File: src/rtl/spi_slave_serdes.sv
// SPI responder serdes: oversamples SCK/SSn/MOSI on Bus_CLK_i, shifts MOSI into a byte
// register and MISO out of a TX shift register fed by a one-byte holding register.
module spi_slave_serdes #(
    parameter int SYNC_STAGES = 2
) (
    input  logic       Bus_CLK_i,
    input  logic       RST_i,
    input  logic       RST_SYNC_i,
    input  logic       SPE_i,
    input  logic       CPOL_i,
    input  logic       CPHA_i,
    input  logic       LSBFE_i,
    input  logic [2:0] SPI_Bit_Ctrl_i,
    input  logic       SCK_i,
    input  logic       SSn_i,
    input  logic       MOSI_i,
    output logic       MISO_o,
    output logic       MISO_OEn_o,
    input  logic [7:0] Tx_Data_i,
    input  logic       Tx_Valid_i,
    output logic       Tx_Ready_o,
    output logic [7:0] Rx_Data_o,
    output logic       Rx_Valid_o,
    input  logic       Rx_Ack_i,
    output logic       Rx_Overrun_o,
    output logic       Tx_Underrun_o,
    output logic       Busy_o,
    output logic       Frame_End_o
);
    localparam int STAGES = (SYNC_STAGES < 2) ? 2 : SYNC_STAGES;

    typedef enum logic {IDLE, ACTIVE} state_t;

    // SCK is synchronized relative to CPOL, so 0 is always the idle level and a
    // rising edge of the synced value is always the leading edge.
    logic [STAGES-1:0] sck_sync, ssn_sync, mosi_sync;
    logic              sck_prev, ssn_prev;

    always_ff @(posedge Bus_CLK_i or posedge RST_i) begin
        if (RST_i) begin
            sck_sync  <= '0;
            ssn_sync  <= '1;
            mosi_sync <= '0;
            sck_prev  <= 1'b0;
            ssn_prev  <= 1'b1;
        end else if (RST_SYNC_i) begin
            sck_sync  <= '0;
            ssn_sync  <= '1;
            mosi_sync <= '0;
            sck_prev  <= 1'b0;
            ssn_prev  <= 1'b1;
        end else begin
            sck_sync  <= {sck_sync[STAGES-2:0], SCK_i ^ CPOL_i};
            ssn_sync  <= {ssn_sync[STAGES-2:0], SSn_i};
            mosi_sync <= {mosi_sync[STAGES-2:0], MOSI_i};
            sck_prev  <= sck_sync[STAGES-1];
            ssn_prev  <= ssn_sync[STAGES-1];
        end
    end

    logic sck_s, ssn_s, mosi_s;
    logic lead_edge, trail_edge, sample_edge, drive_edge, ssn_fall, ssn_rise;

    assign sck_s       = sck_sync[STAGES-1];
    assign ssn_s       = ssn_sync[STAGES-1];
    assign mosi_s      = mosi_sync[STAGES-1];
    assign lead_edge   = sck_s & ~sck_prev;
    assign trail_edge  = ~sck_s & sck_prev;
    assign sample_edge = CPHA_i ? trail_edge : lead_edge;
    assign drive_edge  = CPHA_i ? lead_edge : trail_edge;
    assign ssn_fall    = ~ssn_s & ssn_prev;
    assign ssn_rise    = ssn_s & ~ssn_prev;

    state_t     state;
    logic [7:0] tx_hold, tx_shift, rx_shift;
    logic [2:0] bit_cnt;
    logic       skip_first, load_pending;

    logic       start, in_frame, do_sample, do_load, done;
    logic [7:0] rx_next, load_val;

    assign start     = (state == IDLE) & SPE_i & ssn_fall;
    assign in_frame  = (state == ACTIVE) & SPE_i & ~ssn_rise;
    assign do_sample = in_frame & sample_edge;
    assign do_load   = start | (in_frame & drive_edge & ~skip_first & load_pending);
    assign done      = do_sample & (bit_cnt == SPI_Bit_Ctrl_i);
    assign rx_next   = LSBFE_i ? {mosi_s, rx_shift[7:1]} : {rx_shift[6:0], mosi_s};
    // An empty holding register shifts out all ones.
    assign load_val  = Tx_Ready_o ? 8'hFF : tx_hold;

    assign MISO_o = (state == ACTIVE) ? (LSBFE_i ? tx_shift[0] : tx_shift[7]) : 1'b1;

    always_ff @(posedge Bus_CLK_i or posedge RST_i) begin
        if (RST_i) begin
            state         <= IDLE;
            tx_hold       <= 8'h00;
            tx_shift      <= 8'h00;
            rx_shift      <= 8'h00;
            bit_cnt       <= 3'd0;
            skip_first    <= 1'b0;
            load_pending  <= 1'b0;
            MISO_OEn_o    <= 1'b1;
            Tx_Ready_o    <= 1'b1;
            Rx_Data_o     <= 8'h00;
            Rx_Valid_o    <= 1'b0;
            Rx_Overrun_o  <= 1'b0;
            Tx_Underrun_o <= 1'b0;
            Busy_o        <= 1'b0;
            Frame_End_o   <= 1'b0;
        end else if (RST_SYNC_i) begin
            state         <= IDLE;
            tx_hold       <= 8'h00;
            tx_shift      <= 8'h00;
            rx_shift      <= 8'h00;
            bit_cnt       <= 3'd0;
            skip_first    <= 1'b0;
            load_pending  <= 1'b0;
            MISO_OEn_o    <= 1'b1;
            Tx_Ready_o    <= 1'b1;
            Rx_Data_o     <= 8'h00;
            Rx_Valid_o    <= 1'b0;
            Rx_Overrun_o  <= 1'b0;
            Tx_Underrun_o <= 1'b0;
            Busy_o        <= 1'b0;
            Frame_End_o   <= 1'b0;
        end else begin
            Rx_Overrun_o  <= 1'b0;
            Frame_End_o   <= 1'b0;
            Tx_Underrun_o <= do_load & Tx_Ready_o;

            // A write only lands when empty, so a coincident load sees 0xFF and the write survives.
            if (Tx_Valid_i && Tx_Ready_o) begin
                tx_hold    <= Tx_Data_i;
                Tx_Ready_o <= 1'b0;
            end else if (do_load) begin
                Tx_Ready_o <= 1'b1;
            end

            if (done) begin
                Rx_Data_o    <= rx_next;
                Rx_Valid_o   <= 1'b1;
                Rx_Overrun_o <= Rx_Valid_o & ~Rx_Ack_i;
            end else if (Rx_Ack_i) begin
                Rx_Valid_o <= 1'b0;
            end

            case (state)
                IDLE: begin
                    if (start) begin
                        state        <= ACTIVE;
                        tx_shift     <= load_val;
                        rx_shift     <= 8'h00;
                        bit_cnt      <= 3'd0;
                        skip_first   <= CPHA_i;
                        load_pending <= 1'b0;
                        MISO_OEn_o   <= 1'b0;
                        Busy_o       <= 1'b1;
                    end
                end
                ACTIVE: begin
                    if (!SPE_i || ssn_rise) begin
                        state       <= IDLE;
                        Frame_End_o <= SPE_i;
                        MISO_OEn_o  <= 1'b1;
                        Busy_o      <= 1'b0;
                    end else if (sample_edge) begin
                        rx_shift <= rx_next;
                        if (done) begin
                            bit_cnt      <= 3'd0;
                            load_pending <= 1'b1;
                        end else begin
                            bit_cnt <= bit_cnt + 3'd1;
                        end
                    end else if (drive_edge) begin
                        if (skip_first) begin
                            skip_first <= 1'b0;
                        end else if (load_pending) begin
                            tx_shift     <= load_val;
                            load_pending <= 1'b0;
                            rx_shift     <= 8'h00;
                        end else begin
                            tx_shift <= LSBFE_i ? {1'b0, tx_shift[7:1]} : {tx_shift[6:0], 1'b0};
                        end
                    end
                end
                default: state <= IDLE;
            endcase
        end
    end
endmodule

File: config.mk
export PLATFORM = sky130hd
export DESIGN_NAME = spi_slave_serdes
export DESIGN_NICKNAME = d
export VERILOG_FILES = /design/src/rtl/spi_slave_serdes.sv
export SDC_FILE = /design/constraint.sdc
export NUM_CORES = 1
export LEC_CHECK = 0
export ABC_AREA = 1
export CORE_ASPECT_RATIO = 1.4
export CORE_UTILIZATION = 26
export DETAILED_ROUTE_END_ITERATION = 7
export HOLD_SLACK_MARGIN = 0.12
export PLACE_DENSITY_LB_ADDON = 0.25
export SYNTH_ARGS = -nofsm -noshare
export SYNTH_HDL_FRONTEND = slang
export SYNTH_SLANG_ARGS = --single-unit
File: constraint.sdc
create_clock -name Bus_CLK_i -period 1.55 [get_ports Bus_CLK_i]
set_clock_uncertainty 0.05 [all_clocks]
set_input_delay 0.31 -clock Bus_CLK_i [delete_from_list [all_inputs] [get_ports Bus_CLK_i]]
set_output_delay 0.31 -clock Bus_CLK_i [all_outputs]
set_load 0.05 [all_outputs]
# After elaboration in Yosys (flattened, before gate mapping)

Cells that the tools add are included.

$add $sub $neg: 1
Bitwise operators: 25
Reductions and logical operators: 13
Eq/ne operators: 12
Mux-type cells: 75

Operators by type and width:

| kind                                                             | count |
|---|---|
| 8-bit two-way mux                                                | 21 |
| 1-bit two-way mux                                                | 38 |
| 8-bit one-hot mux with 2 select lines                            | 2 |
| 3-bit != test (second input constant)                            | 6 |
| 1-bit bitwise AND                                                | 15 |
| 3-bit two-way mux                                                | 5 |
| 5-bit AND reduction                                              | 3 |
| 1-bit one-hot mux with 2 select lines                            | 5 |
| 4-bit by 3-bit != test with 1-bit output (second input constant) | 2 |
| 4-bit != test (second input constant)                            | 2 |
| 1-bit NOT                                                        | 8 |
| 2-bit two-way mux                                                | 3 |
| 3-bit one-hot mux with 2 select lines                            | 1 |
| 3-bit nonzero test                                               | 2 |
| 4-bit AND reduction                                              | 1 |
| 2-bit nonzero test                                               | 2 |
| 3-bit by 1-bit adder with 3-bit output (second input constant)   | 1 |
| 3-bit == test                                                    | 1 |
| 3-bit by 2-bit != test with 1-bit output (second input constant) | 1 |
| 3-bit AND reduction                                              | 1 |
| 2-bit AND reduction                                              | 1 |
| 1-bit logical AND                                                | 1 |
| 1-bit logical NOT                                                | 1 |
| 1-bit logical OR                                                 | 1 |
| 2 further kinds                                                  | 2 |

Input port bits: 23
Logic and storage cells: 146
Output and inout bits: 16
Register bits: 53

# Logic depth before layout (Yosys ltp)

Word-level depth: 11
Gate-level depth with buffers: 9
Mapped depth without buffers: 9

# Least setup slack after synthesis

OpenSTA, ideal clock, no wires.

Path type: register -> register
Start: register ssn_prev
End: register Rx_Data_o[6]
Path slack: 0.067 ns
Path buffers: 1
Required time: 1.369 ns
Clock period less this slack: 1.483 ns
Data arrival time: 1.302 ns
Setup time: 0.131 ns
Stages on the path, launching flop included: 9
Cell sequence: dfstp_2 > inv_1 > nand2_1 > nand2_1 > nor2_1 > nand3_2 > buf_6 > nand3_2 > o21ai_0

Longest elaborated chain between the ends: 7

RTL lines:

| what                         | RTL line | source |
|---|---|---|
| start: declaration           | 37       | `logic sck_prev, ssn_prev;` |
| start signal: assignment     | 57       | `ssn_prev <= ssn_sync[STAGES-1];` |
| 1-bit NOT                    | 72       | `assign ssn_rise = ssn_s & ~ssn_prev;` |
| 1-bit bitwise AND            | 72       |  |
| 1-bit NOT                    | 83       | `assign in_frame = (state == ACTIVE) & SPE_i & ~ssn_rise;` |
| 1-bit bitwise AND            | 83       |  |
| 1-bit bitwise AND            | 84       | `assign do_sample = in_frame & sample_edge;` |
| 1-bit bitwise AND            | 86       | `assign done = do_sample & (bit_cnt == SPI_Bit_Ctrl_i);` |
| 2-bit nonzero test (no line) | n/a      |  |
| end signal: assignment       | 140      | `Rx_Data_o <= rx_next;` |
| end: declaration             | 22       | `output logic [7:0] Rx_Data_o,` |

Every way passes these cells.
A chain may end at the register's enable or synchronous reset.

# Final worst setup path

Start: register ssn_prev
End: register tx_shift[0]

Longest elaborated chain between the ends: 5
Elaborated cells between the ends (all ways): 8
Those cells by class: 2 x eq/ne; 4 x bitwise; 2 x reduce/logical

RTL lines:

| what                            | RTL line | source |
|---|---|---|
| 1-bit NOT                       | 72       |  |
| 1-bit bitwise AND               | 72       |  |
| 1-bit logical OR                | 161      | `if (!SPE_i \|\| ssn_rise) begin` |
| 3-bit != test (no line)         | n/a      |  |
| 5-bit AND reduction (no line) * | n/a      |  |
| end signal: assignment          | 151      | `tx_shift <= load_val;` |
| end signal: assignment          | 178      | `tx_shift <= load_val;` |
| end signal: assignment          | 182      | `tx_shift <= LSBFE_i ? {1'b0, tx_shift[7:1]} : {tx_shift[6:0], 1'b0};` |
| end: declaration                | 75       | `logic [7:0] tx_hold, tx_shift, rx_shift;` |

Mark *: on every way between the ends. The rest lies on a longest branch, timed or not.

==> impl_metrics.ini <==
[critical_path]
worstSetupEndpointType = flop
r2r_setup_slack_ps = 50
path_buf_inv = 2
cp_cell_sequence = nand2_2 -> inv_2 -> nand2_2 -> nand2_2 -> nand2_4 -> nor2_4 -> buf_6 -> nand3_1 -> nand2_1
timing.rr.start = ssn_prev
crit_type = reg2reg
crit_top_cell = nand2_2
critPathMaxFanout = 8
start_kind = flop
reg2reg_depth = 9
required_ps = 1730
crit_cells = 9
slowest_stage = dfstp_2
crit_family = simple AND/OR/NAND/NOR gates
crit_start = ssn_prev
crit_end = tx_shift[0]
slowest_delay_ps = 550
r2r-end = tx_shift[0]
arrival_ps = 1680

[final_layout]
nets = 443
fill_cells = 1082
diodes = 0
drive_gt1_share_pct = 30.0
design_area_sq_um = 4060
syn2layout_area_growth_pct = 45.5

[placed_design]
port_buffers = 38
gp_congestion = 0.818
pre_cts_slack_ps = -372
dpl-instance-area_sq_um = 3780
dpl.hpwl_um = 5210

[synthesis]
ys.flop_type = dfrtp_1
yosysWarnings = 0
yosysTopAreaCell = dfrtp_1
synth_top_area_share_pct = 43.0
ys_ff_latch = 53
synth_edf_count = 0
yosysSeqAreaShare_pct = 47.7
syn-cell-area_sq_um = 2790
synthCells = 342
syn-num-nets = 366
synth_cell_type_count = 31
synth.avg_cell_area_sq_um = 8.16
synth.area.top_cells = dfrtp_1, nand2_1, nand3_1, inv_1, dfstp_2
async_flop_share_pct = 100

[floorplan]
fp-row-count = 44
die_w_um = 89.6
die-area_sq_um = 11200
io_pins = 39
start_util_pct = 26.8
fp.dieH_um = 125
coreArea_sq_um = 10400

[status]
status = completed

[sta]
final_max_slew_viol_count = 0
clock.fmax_mhz = 666
relSlewSlack_pct = 78.4
setup_viol = 0
hold_violations = 0
tightestPinTransition_ps = 320
rsz0062_at_grt = yes
fin_crit_ps = 1500
period_share_pct = 96.8
setup_slack_ps = 49.6

[cts]
clkSlewWorstSetupHoldPaths_ps = 70
ctsHtreeMaxLevel = 2
cts_tree = built
clk_latency_ps = 300
cts_sinks = 53
clockBufferDepth = 2
hold_buffers = 0
cts_root_buffer = clkbuf_16
cts_buffers = 5

[route]
wl_per_cell_um = 12.1
drt-initial-drc-count = 111
antenna_left = 0
drt-pass1-iter-count = 4
vias = 2436
wl_um = 6760
vias_per_cell = 4.37
drc = 0

[global_routing]
first_global_vias = 2544
grt.total_usage_pct = 13.4
grt_max_degree = 54
grt-ovfl-total = 0
antenna_found_initial = 0
grt_pass1_wl_um = 11500

[power_and_ir_drop]
total_power_w = 0.00332
ir_drop_uv = 680
power.leakage_nw = 1.91
power_density_nw_per_um2 = 816

[hold_path]
hold_path.class = in2async

[flow_run]
cap_violations = 0
-- layer usage --
metal  part of all wire, %  vias up  track usage, %
met5                     0        -               0
met2                    55       38            23.8
met1                    41     1135            15.3
met3                   2.6        8            2.72
li1                      -     1255               -
met4                   1.4        0            4.86
-- repair_timing --
action	CTS	global route
resized for setup	12	25
gates cloned	0	0
endpoints found under the setup margin	27	30
hold endpoints to repair	0	0
buffers inserted	0	2
pin swaps	1	13
-- final cells by class --
cell class                      instances  area (sq um)  area share (%)
Clock buffer                            5           125            3.08
Sequential cell                        53          1330            32.9
Multi-Input combinational cell        239          1320            32.5
Inverter                               41           161            3.98
Tap cell                              138           173            4.25
Timing Repair Buffer                   79           902            22.2
Clock inverter                          3          46.3            1.14
-- cells in the final DEF, fill, tap and decap left out, types with 2 or more instances in the layout --
cell             count
a21oi_1              3
buf_12              20
buf_4               35
buf_6                2
clkbuf_16            5
clkdlybuf4s50_1     19
clkinvlp_4           2
dfrtp_1             47
dfstp_2              5
dlygate4sd2_1        3
inv_1               35
inv_2                3
nand2_1             78
nand2_2             15
nand2_4              5
nand3_1             28
nand3_2             12
nand3_4              2
nand4_1             14
nor2_1              31
nor2_2               4
nor2_4               3
nor2_8               2
nor3_1               2
o211ai_1             5
o21ai_0             21
o21ai_1              5
or2_2                3
-- kinds of logic after synthesis --
family,count (synthesis),share of synthesized area [%]
XOR/XNOR,1,0.314
adder cells (fa/ha/maj),1,0.448
buffers and inverters,50,7.93
AND/OR/NAND/NOR,200,36.3
flip-flops,53,47.7
AO/OA/AOI/OAI,37,7.31
-- flip-flops by register name (all words and copies together), names as in the netlist, 2 cells and up --
name,count
bit_cnt,3
tx_shift,8
Rx_Data_o,8
sck_sync,2
mosi_sync,2
tx_hold,8
ssn_sync,2
rx_shift,8
-- cell usage after synthesis, types with 3 or more instances --
cell type	number
nand2_1	91
dfrtp_1	48
inv_1	38
nor2_1	35
nand3_1	32
o21ai_0	23
nand4_1	14
nand3_2	8
dfstp_2	5
o211ai_1	5
a21oi_1	4
buf_6	4
nand2_2	4
nand2_4	3
o21ai_1	3
or2_2	3
-- metrics by stage --
stage                     TNS [ps]  hold WS (ps)  instances  utilization [%]
after detailed placement    -12800           411        548             36.4
after CTS                    -10.7           372        556             38.3
after global routing          -451           415        558             39.0
after floorplan                  0           320        342                -
final                            0           376        558             39.0
after global placement      -12410           388        548             36.4
-- worst min path at each step --
stage	slack [ps]	start	depth (start not counted)	to
2_1_floorplan	320	RST_i	1	Busy_o
3_3_place_gp	390	sck_sync[0]	2	sck_sync[1]
3_5_place_dp	410	sck_sync[0]	2	sck_sync[1]
4_1_cts	370	SPE_i	3	Frame_End_o
5_1_grt	420	RST_i	3	bit_cnt[1]
6_report	380	RST_i	3	sck_sync[1]
-- worst register-to-register path: stages (launching register included) --
cell,delay (ps)
dfstp_2,550
nand2_2,50
inv_2,60
nand2_2,50
nand2_2,90
nand2_4,100
nor2_4,170
buf_6,160
nand3_1,80
nand2_1,70
-- power breakdown --
| group | leakage, nW | internal (W) | switching [W] |
|---|---|---|---|
| combinational | 1.13 | 0.000225 | 0.000279 |
| sequential | 0.702 | 0.00146 | 0.0000584 |
| clock | 0.0800 | 0.000766 | 0.000532 |
(Power assumes the default switching activity.)
